### config.mk
export PLATFORM = sky130hd
export DESIGN_NAME = dp_ram_burst_reader
export DESIGN_NICKNAME = d
export VERILOG_FILES = /design/src/rtl/dp_ram_burst_reader.sv
export SDC_FILE = /design/constraint.sdc
export NUM_CORES = 1
export LEC_CHECK = 0
export CORE_MARGIN = 3
export CORE_UTILIZATION = 40
export DETAILED_ROUTE_END_ITERATION = 12
export GPL_TIMING_DRIVEN = 0
export PLACE_DENSITY = 0.72
export SLEW_MARGIN = 20
export SYNTH_ARGS = -nofsm -noshare
export SYNTH_HDL_FRONTEND = slang
export SYNTH_SLANG_ARGS = --single-unit
### constraint.sdc
create_clock -name clk -period 3.5 [get_ports clk]
set_clock_uncertainty 0.1 [all_clocks]
set_input_delay 1.05 -clock clk [delete_from_list [all_inputs] [get_ports clk]]
set_output_delay 1.05 -clock clk [all_outputs]
set_load 0.03 [all_outputs]
### src/rtl/dp_ram_burst_reader.sv
// rtl/dp_ram_burst_reader.sv - burst read controller for a pipelined dual-port RAM read port
// Issues credit-limited reads, captures returning words into a small FIFO, streams them out.
module dp_ram_burst_reader #(
  parameter int DATA_WIDTH = 32,
  parameter int ADDR_WIDTH = 8,
  parameter int RD_LATENCY = 3,
  parameter int FIFO_DEPTH = 4
) (
  input  logic                  clk,
  input  logic                  sync_reset,
  input  logic                  cmd_valid,
  output logic                  cmd_ready,
  input  logic [ADDR_WIDTH-1:0] cmd_addr,
  input  logic [ADDR_WIDTH-1:0] cmd_len,
  output logic [ADDR_WIDTH-1:0] addrb,
  input  logic [DATA_WIDTH-1:0] dob,
  output logic                  m_tvalid,
  output logic [DATA_WIDTH-1:0] m_tdata,
  output logic                  m_tlast,
  input  logic                  m_tready,
  output logic                  busy
);

  localparam int PTR_W  = $clog2(FIFO_DEPTH);
  localparam int CNT_W  = $clog2(FIFO_DEPTH + 1);
  localparam int STAGES = RD_LATENCY + 1;
  localparam int SUM_W  = $clog2(FIFO_DEPTH + STAGES + 2);

  typedef enum logic [1:0] {IDLE, READ, DRAIN} state_t;

  state_t                  state;
  logic [ADDR_WIDTH-1:0]   cur_addr;
  logic [ADDR_WIDTH-1:0]   remaining;
  logic [STAGES-1:0]       pipe_vld;
  logic [STAGES-1:0]       pipe_last;
  logic [DATA_WIDTH-1:0]   fifo_data [FIFO_DEPTH];
  logic [FIFO_DEPTH-1:0]   fifo_last;
  logic [PTR_W-1:0]        wr_ptr;
  logic [PTR_W-1:0]        rd_ptr;
  logic [CNT_W-1:0]        fifo_count;
  logic [SUM_W-1:0]        inflight_count;
  logic                    accept;
  logic                    issue;
  logic                    issue_last;
  logic                    push;
  logic                    pop;
  logic                    credit_ok;
  logic                    drained;

  // Stage 0 of the flag pipeline lines up with addrb; the last stage lines up with dob.
  always_comb begin
    inflight_count = '0;
    for (int i = 0; i < STAGES; i++) begin
      inflight_count = inflight_count + SUM_W'(pipe_vld[i]);
    end
    pop        = (fifo_count != '0) && m_tready;
    push       = pipe_vld[STAGES-1];
    // A beat leaving the FIFO this cycle frees its slot for the read issued now.
    credit_ok  = (SUM_W'(fifo_count) + inflight_count) < (SUM_W'(FIFO_DEPTH) + SUM_W'(pop));
    accept     = (state == IDLE) && cmd_valid;
    issue      = accept || ((state == READ) && credit_ok);
    issue_last = accept ? (cmd_len == '0) : (remaining == ADDR_WIDTH'(1));
    drained    = (inflight_count == '0) &&
                 ((fifo_count == '0) || ((fifo_count == CNT_W'(1)) && pop));
  end

  always_ff @(posedge clk) begin
    if (push) begin
      fifo_data[wr_ptr] <= dob;
      fifo_last[wr_ptr] <= pipe_last[STAGES-1];
    end
  end

  always_ff @(posedge clk) begin
    if (sync_reset) begin
      state      <= IDLE;
      addrb      <= '0;
      cur_addr   <= '0;
      remaining  <= '0;
      pipe_vld   <= '0;
      pipe_last  <= '0;
      wr_ptr     <= '0;
      rd_ptr     <= '0;
      fifo_count <= '0;
    end else begin
      pipe_vld   <= {pipe_vld[STAGES-2:0], issue};
      pipe_last  <= {pipe_last[STAGES-2:0], issue && issue_last};
      if (issue) begin
        addrb <= accept ? cmd_addr : cur_addr;
      end
      if (push) begin
        wr_ptr <= wr_ptr + PTR_W'(1);
      end
      if (pop) begin
        rd_ptr <= rd_ptr + PTR_W'(1);
      end
      fifo_count <= fifo_count + CNT_W'(push) - CNT_W'(pop);

      // The accept cycle issues the first word, so remaining counts words still to issue.
      case (state)
        IDLE: begin
          if (cmd_valid) begin
            cur_addr  <= cmd_addr + ADDR_WIDTH'(1);
            remaining <= cmd_len;
            state     <= (cmd_len == '0) ? DRAIN : READ;
          end
        end
        READ: begin
          if (credit_ok) begin
            cur_addr  <= cur_addr + ADDR_WIDTH'(1);
            remaining <= remaining - ADDR_WIDTH'(1);
            if (remaining == ADDR_WIDTH'(1)) begin
              state <= DRAIN;
            end
          end
        end
        DRAIN: begin
          if (drained) begin
            state <= IDLE;
          end
        end
        default: state <= IDLE;
      endcase
    end
  end

  assign m_tvalid  = (fifo_count != '0);
  assign m_tdata   = fifo_data[rd_ptr];
  assign m_tlast   = m_tvalid && fifo_last[rd_ptr];
  assign cmd_ready = (state == IDLE);
  assign busy      = (state != IDLE);

endmodule

Word level (Yosys, flattened, before mapping):

Memories as Yosys holds them, arrays and structs flattened. A register that Yosys moved wholly into a read port is not among the register bits.
Index checks and enable logic that the tools add are counted.

* register bits after elaboration: 45
* bits in latches: 0
* bits in writable memories: 128
* memory bits (read-only): 0
* input bits: 52
* output and inout bits: 44
* logic and storage cells: 77
* memories kept: 1

Memories
* fifo_data: depth 4, width 32, rd ports 1, clocked after Yosys merged registers in 1, write ports 1, RTL line 36 `logic [DATA_WIDTH-1:0] fifo_data [FIFO_DEPTH];`

* add/sub/neg operators: 12
* $mul: 0
* div/mod/pow operators: 0
* magnitude comparators: 4
* equality and inequality tests: 8
* shift-type cells: 0
* muxes and demuxes: 23
* bitwise operators: 0
* reductions and logical operators: 19

Operator list (number)
* two-way mux 8 bit: 5
* case mux 8 bit (2 select lines): 2
* adder 8 x 1 -> 8 bit, second input constant: 2
* two-way mux 2 bit: 7
* == test 8 x 1 -> 1 bit, second input constant: 1
* logical AND 1 bit: 8
* zero test 8 bit: 1
* subtractor 8 x 1 -> 8 bit, second input constant: 1
* < comparator 2 x 3 -> 1 bit, second input constant: 2
* inequality test 2 bit, second input constant: 3
* case mux 2 bit (3 select lines): 1
* two-way mux 1 bit: 5
* adder 2 x 1 -> 2 bit, second input constant: 2
* adder 3 x 1 -> 4 bit: 1
* adder 3 x 1 -> 4 bit, first input constant: 1
* adder 3 x 4 -> 4 bit: 1
* bitwise mux 4 bit: 1
* zero test 4 bit: 1
* < comparator 4 bit: 1
* AND reduction 4 bit: 1
* nonzero test 2 bit: 2
* adder 2 x 1 -> 3 bit: 1
* adder 3 x 1 -> 3 bit: 1
* == test 3 x 1 -> 1 bit, second input constant: 1
* 13 further kinds: 14

Logic depth before layout (Yosys ltp):

Gate-level depths: netlist (run 1).

* depth after elaboration: 8
* depth in mapped cells: 13
* gate-level depth less buffers: 12

Least setup slack after synthesis (run 1):

OpenSTA, ideal clock, no wires.

* path type: register -> register
* start: reg pipe_vld[3]
* end: reg cur_addr[3]
* library setup time: 133 ps
* data arrival time: 2908 ps
* data required time: 3267 ps
* setup slack: 359 ps
* stages on the path, launching flop included: 14
* buffers on the path: 1
* path through: dfxtp_1 inv_1 fa_1 inv_1 ha_1 ha_1 inv_1 fa_1 xor2_1 a31o_4 and3_4 buf_6 o311ai_2 a31oi_1

* word-level cells in the longest chain between the ends: 5

Ends and longest elaborated chain
* from (decl): RTL line 34 `logic [STAGES-1:0] pipe_vld;`
* from (signal assigned): RTL line 86 `pipe_vld <= {pipe_vld[STAGES-2:0], issue};`
* adder 3 x 1 -> 4 bit: RTL line 54 `inflight_count = inflight_count + SUM_W'(pipe_vld[i]);`
* adder 3 x 4 -> 4 bit: RTL line 59 `credit_ok = (SUM_W'(fifo_count) + inflight_count) < (SUM_W'(FIFO_DEPTH) + SUM_W'(pop));`
* < comparator 4 bit: RTL line 59
* inequality test 2 bit (no source line)
* AND reduction 3 bit (no source line)
* to (signal assigned): RTL line 103 `cur_addr <= cmd_addr + ADDR_WIDTH'(1);`
* to (signal assigned): RTL line 110 `cur_addr <= cur_addr + ADDR_WIDTH'(1);`
* to (decl): RTL line 32 `logic [ADDR_WIDTH-1:0] cur_addr;`

No other way between the ends.
A chain may end at the register's enable or synchronous reset.

==> results of run 1 <==
layout make-up:
class                      instances  area, um2
buffer                            23        140
multi-input combinational        246       2230
tap                              225        282
clock buffer                      17        425
fill                            1406       8380
clock inverter                    14        149
sequential                       175       4830
inverter                          22       82.6
timing repair buffer              98       1010
per-stage QoR:
stage                     total power, mW  worst slack [ps]  cells
after floorplan                      3.48               359    467
after global placement               3.99               190    786
after detailed placement             4.03              81.6    790
after CTS                            5.87              66.6    820
after global routing                 6.07              15.9    820
final                                5.80               147    820
critical path, stage by stage (launching register included):
cell	delay, ps
dfxtp_2	420
buf_6	210
mux4_2	540
clkdlybuf4s50_1	610
placed cells by master, fill, tap and decap left out, drive strengths merged, types with 2 or more instances in the layout:
cell type and instances:
o22ai 3, mux4 33, nor2b 6, and2 7
o32ai 2, fa 3, nand3b 2, nand4 4
nand2b 2, or4 3, o31a 2, clkbuf 29
ha 14, a21o 3, a31oi 9, nor3b 3
buf 15, nand3 11, clkinvlp 2, o21ai 11
or2 3, dlygate4sd2 6, clkinv 3, inv 30
mux2i 15, clkdlybuf4s50 88, a21oi 15, o311ai 2
xor2 3, edfxtp 132, and3 4, a211oi 8
nor3 7, dfxtp 43, or3 3, nand2 20
xnor2 3, nor2 34
final timing paths:
path                                      to  cells past startpoint
worst min register to register  pipe_last[3]                      1
worst min-delay path            pipe_last[3]                      1
worst max-delay path             m_tdata[25]                      3
worst max register to register   cur_addr[1]                     13
metal layers:
| layer | share of wire (%) | vias to the layer above | wire, um |
|---|---|---|---|
| li1 | - | 2034 | - |
| met1 | 44 | 2187 | 6650 |
| met2 | 48 | 179 | 7350 |
| met3 | 6.7 | 13 | 1010 |
| met4 | 1.2 | 0 | 179 |
| met5 | 0 | - | 0 |
synthesized netlist by cell type (all sizes together) (2+ instances only):
master  instances  area (um2)
nand3b          2        15.0
or3             3        20.0
a31oi           9        71.3
o31a            2        26.3
nor2           34         128
and3            4        30.0
xnor2           3        26.3
dfxtp          43         861
a21o            3        22.5
o32ai           2        17.5
edfxtp        132        3960
and2            7        43.8
o311ai          2        32.5
fa              3        60.1
o21ai          11        55.1
nand4           4        25.0
mux2i          15         150
nor3            7        35.0
ha             14         175
o22ai           3        18.8
a21oi          15        86.3
or4             3        22.5
nor3b           3        22.5
inv            22        82.6
a211oi          8        65.1
nand2b          2        12.5
mux4           33         743
nand3          11        60.1
nand2          20        75.1
or2             3        18.8
nor2b           6        37.5
clkbuf         13        51.3
buf            11        70.1
xor2            3        26.3
what timing repair did:
action | in CTS | in global routing
hold buffers | 0 | 0
setup endpoints to repair | 30 | 19
resized for setup | 16 | 1
cell families (layout without fill, tap and decap cells):
kind of cell / Yosys count / count (layout) / share of synthesized area, %
buf+inv: 46 / 174 / 2.81
compound gates: 63 / 63 / 6.59
xor+xnor: 6 / 6 / 0.724
mux: 48 / 48 / 12.3
flops: 175 / 175 / 66.5
simple gates: 112 / 112 / 7.86
fa+ha+maj: 17 / 17 / 3.24
flip-flops by register name, indices dropped and copies added (netlist names), 3 cells and up, named ones only:
signal and cells:
fifo_data 128, addrb 8, cur_addr 8, remaining 8
fifo_last 4, pipe_last 4, pipe_vld 4, fifo_count 3
power groups by stage:
| stage | clock (mW) | combinational (mW) | sequential [mW] |
|---|---|---|---|
| finish | 1.83 | 1.58 | 2.40 |
| global route | 1.97 | 1.69 | 2.42 |
| CTS | 1.87 | 1.60 | 2.40 |
| detailed placement | 0 | 1.60 | 2.43 |
| global placement | 0 | 1.57 | 2.43 |
| floorplan | 0 | 1.05 | 2.43 |
==> metrics.md, run 1 <==
| Metric | Value |
|---|---|
| Worst Min Path Start | `pipe_last[2]` |
| CORE AREA | `approximately 18,000 um2` |
| Die area | `between 15,000 and 20,000 um2` |
| Critical Path Start Type | `flop` |
| Layout Nets | `652` |
| PD cells | `around 630 nW/um2` |
| Combinational fraction of design power | `a little over a quarter` |
| Hold Fails Final Rpt | `0` |
| CTS tree | `done` |
| Synth Warn # | `0` |
| Syn_nets | `between 500 and 600` |
| Post-synth EDFFs | `between 100 and 150` |
| Reg2Reg Launch Point | `pipe_vld[3]` |
| Final setup TNS | `0 ps` |
| Final min period | `roughly 3400 ps` |
| Die X | `between 100 and 150 um` |
| Htree depth | `4` |
| Final slew viol count | `0` |
| Largest net degree at the start of global routing | `28` |
| Final core occ | `a little over half` |
| Antenna viol nets, final | `0` |
| Critical path data arrival time | `2200 ps` |
| Worst Hold Class | `flop to flop` |
| Antenna violations before repair | `0` |
| Crit. End Element | `primary output` |
| Clk_lat worst skew | `about 420 ps` |
| R2R setup slack | `~170 ps` |
| Number of I/O port buffers | `between 90 and 100` |
| IO Pins | `96` |
| FF+latch count, synth | `between 150 and 200` |
| DP Wirelength | `10,600 um` |
| Number of CTS-inserted buffers | `17` |
| Clock share of power | `between 30% and 40%` |
| Iteration-0 DRC Markers | `340` |
| Max Freq | `about 300 MHz` |
| Max FO, Critical Path | `10` |
| Chip height | `roughly 140 um` |
| Initial Utilization | `41.4%` |
| Via count | `about 4,400` |
| Share of layout cells above drive strength 1 | `16.6%` |
| CP required | `between 2000 and 2500 ps` |
| Global route hottest layer | `met2` |
| Worst slew margin | `between 60% and 70%` |
| Vias in the first global route | `4,756` |
| ANT cells | `0` |
| Avg Cell Area, Syn | `~16 um2` |
| Clock tree sinks | `175` |
| Grt met1 use | `a little over a fifth` |
| Final setup vio count | `0` |
| Seq/Total Area, Yosys | `~66%` |
| Global-route wire length before repair | `24,700 um` |
| GP Congestion | `0.928` |
| GR Util met3 | `~4.1%` |
| Syn-to-layout area delta | `26.1%` |
| RSZ-0062 raised after global routing | `no` |
| FFs w/ async S/R, synth | `0%` |
| Post-synth cell types | `between 50 and 60` |
| Aggregate global-route resource usage | `approximately 16%` |
| CTS Root Cell | `clkbuf_16` |
| Synth Instances | `467` |
| Maxcap violations | `0` |
| Worst vdd ir | `456 uV` |
| Std-Cell Rows | `48` |
| Setup CP Type | `flop to primary output` |
| Vias/cell | `between 5 and 6` |
| Wire length per cell | `18.5 um` |
| Netlist Area Pre-Place | `7260 um2` |
| Pint | `4.06 mW` |
| Synth Flop Type | `edfxtp_1` |
| Drt total wl | `~15,000 um` |
| Pleak | `slightly above 3 nW` |
| Finished Cell Area | `9150 um2` |
| Max Root-Sink Buffers | `2` |
| Met2 Resource Use GR | `a little over a quarter` |
| Fin Hold WS | `approximately 340 ps` |
| Outcome | `completed` |
| Crit share post-route | `~96%` |
| Switching share of power | `between 30% and 40%` |
| Final global-route overflow total | `0` |
| Clk slew on worst S/H paths | `60 ps` |
| Slew @ Worst Pin | `578 ps` |
| Reg power frac | `41.4%` |
| Net load switching power | `1.75 mW` |
| DRC | `0` |
| DRT Pass-1 Iters | `5` |
| Post-CTS Repair Setup Buffers | `0` |
| Area after DPL | `between 8000 and 9000 um2` |
(Power assumes the default switching activity.)
==> run 2, diff against run 1 <==
CTS_BUF_LIST = sky130_fd_sc_hd__clkbuf_8 sky130_fd_sc_hd__clkbuf_16   (was unset)
clock period = 4.1 ns   (was 3.5 ns; I/O delays follow)
==> run 2 against run 1 <==
  * Count of clock-buffer cells in the layout did not move
  * Non-clock buffer count grew 1
  * Worst hold slack barely moved
  * Combinational power decreased by 15%
  * Via count increased by 0.11%
  * Cell count is 0.12% higher
  * Sequential cell count unchanged
  * Global-route usage barely moved
  * Critical endpoint is now m_tdata[16]
  * Clock power shrank 15%
  * Utilization fell by 0.078 points
  * Power fell by 15%
==> metrics.md, run 2 (synthesis gave the netlist of run 1 again) <==
| Metric | Value |
|---|---|
| Die X | `between 100 and 150 um` |
| Largest Register | `fifo_data` |
| Initial Utilization | `41.4%` |
| Cts repair resizes | `0` |
| Worst r2r dst | `cur_addr[1]` |
| R2R setup slack | `roughly 680 ps` |
| Htree depth | `4` |
| Final global-route overflow total | `0` |
| Clock tree sinks | `175` |
| IO Pins | `96` |
| Share of layout cells above drive strength 1 | `between 15 and 20%` |
| Hold depth | `1` |
| Fin cells | `821` |
| DRC | `0` |
| Worst Min Path Start | `pipe_last[1]` |
| Crit. End Element | `primary output` |
| Vias in the first global route | `~4,800` |
| Area after DPL | `around 8600 um2` |
| Finished Cell Area | `9140 um2` |
| Iteration-0 DRC Markers | `364` |
| CTS Root Cell | `clkbuf_16` |
| Clk slew on worst S/H paths | `60 ps` |
| GP Congestion | `between 0.9 and 1` |
| CORE AREA | `17,500 um2` |
| Layout Nets | `between 600 and 700` |
| CP required | `between 2000 and 3000 ps` |
| Std-Cell Rows | `between 40 and 50` |
| DP Wirelength | `around 11,000 um` |
| Antenna viol nets, final | `0` |
| PD cells | `around 540 nW/um2` |
| ANT cells | `0` |
| Via count | `4,418` |
| Max Freq | `approximately 260 MHz` |
| Aggregate global-route resource usage | `approximately 16%` |
| Final setup vio count | `0` |
| RSZ-0062 raised after global routing | `no` |
| Worst vdd ir | `around 390 uV` |
| Global-route wire length before repair | `between 20,000 and 25,000 um` |
| Final setup TNS | `0 ps` |
| DRT Pass-1 Iters | `5` |
| Max FO, Critical Path | `10` |
| Worst slew margin | `57.8%` |
| Hold EP | `pipe_last[2]` |
| Switching share of power | `30.1%` |
| Dpl cells | `790` |
| Max Root-Sink Buffers | `2` |
| Reg power frac | `41.2%` |
| Hold_buf cts | `0` |
| FF-to-FF path depth | `13` |
| Critical Path Start Type | `flop` |
| Wire length per cell | `between 15 and 20 um` |
| Pint | `approximately 3.5 mW` |
| Max reg flops | `about 130` |
| CTS tree | `done` |
| Final min period | `3900 ps` |
| Syn-to-layout area delta | `25.9%` |
| Chip height | `roughly 140 um` |
| Commonest non-fill, non-tap cells in the layout | `edfxtp_1, clkdlybuf4s50_1, dfxtp_1` |
| Commonest non-fill, non-tap cell in the layout | `edfxtp_1` |
| Critical path data arrival time | `approximately 2600 ps` |
| Pleak | `3.09 nW` |
| Vias/cell | `around 5.4` |
| Maxcap violations | `0` |
| Outcome | `completed` |
| Drt total wl | `~15,000 um` |
| Antenna violations before repair | `0` |
| Die area | `around 20,000 um2` |
| Net load switching power | `about 1.5 mW` |
| Number of CTS-inserted buffers | `17` |
| Largest net degree at the start of global routing | `28` |
| Reg2Reg Launch Point | `pipe_vld[3]` |
| Number of I/O port buffers | `94` |
| Clock share of power | `between 30% and 40%` |
| Crit share post-route | `about 95%` |
| Slew @ Worst Pin | `~630 ps` |
| Hold Fails Final Rpt | `0` |
| Post-CTS Repair Setup Buffers | `0` |
| Final slew viol count | `0` |
| Combinational fraction of design power | `a little over a quarter` |
| Worst Hold Class | `flop to flop` |
| Setup CP Type | `flop to primary output` |
| Clk_lat worst skew | `between 400 and 500 ps` |
-- run 2: cell count changes in the layout (fill, tap and decap cells not counted) --
cell,change
buf_1,+2
clkbuf_2,-1
dfxtp_2,-2
buf_6,-3
clkbuf_1,+2
buf_2,+1
dlygate4sd2_1,-6
clkdlybuf4s50_1,+6
dfxtp_1,+2
-- run 2: worst max-delay path by stage --
stage / startpoint / endpoint / slack [ps] / cells past startpoint
global placement: flop / m_tdata[25] / 610 / 4
floorplan: pipe_vld[3] / cur_addr[3] / 960 / 13
global route: flop / m_tdata[16] / 70 / 4
CTS: flop / m_tdata[16] / 130 / 4
finish: flop / m_tdata[16] / 200 / 4
detailed placement: flop / m_tdata[16] / 600 / 4
-- run 2: stage by stage --
stage	utilization, %	power, mW	worst slack (ps)	hold slack, ps
2_1_floorplan	-	2.97	959	314
3_3_place_gp	48.4	3.41	610	318
3_5_place_dp	48.8	3.44	599	328
4_1_cts	52.1	5.00	127	343
5_1_grt	52.1	5.18	74.7	362
6_report	52.1	4.94	196	339
-- run 2: metal layers --
| metal | up-vias | share of wire (%) | global-route usage, % |
|---|---|---|---|
| met5 | - | 0 | 0 |
| met4 | 0 | 1.2 | 4.74 |
| met3 | 14 | 6.6 | 4.14 |
| met2 | 165 | 48 | 26.1 |
| met1 | 2204 | 44 | 20.8 |
| li1 | 2035 | - | - |
-- run 2: critical path, stage by stage, from the launching register on --
cell and delay (ps):
dfxtp_1 300, clkbuf_1 240, buf_2 410, mux4_2 560
clkdlybuf4s50_1 640
-- run 2: final cells by class --
class | count | area (um2)
clock buffers | 17 | 425
fillers | 1410 | 8400
clock inverters | 14 | 149
repair buffers | 98 | 1020
inverters | 22 | 82.6
well taps | 225 | 282
plain buffers | 24 | 121
flip-flops and latches | 175 | 4820
multi-input cells | 246 | 2230
-- run 2: power by group through the flow --
stage          registers [mW]  clock network, mW  logic (mW)
4_1_cts                  2.04               1.60        1.37
3_3_place_gp             2.07                  0        1.34
6_report                 2.04               1.56        1.35
2_1_floorplan            2.07                  0       0.895
3_5_place_dp             2.08                  0        1.36
5_1_grt                  2.05               1.68        1.45
==> run 3, diff against run 2 <==
CAP_MARGIN = 20   (was unset)
==> results of run 3 <==
Final layout, timing and power as in run 2 (identical DEF).
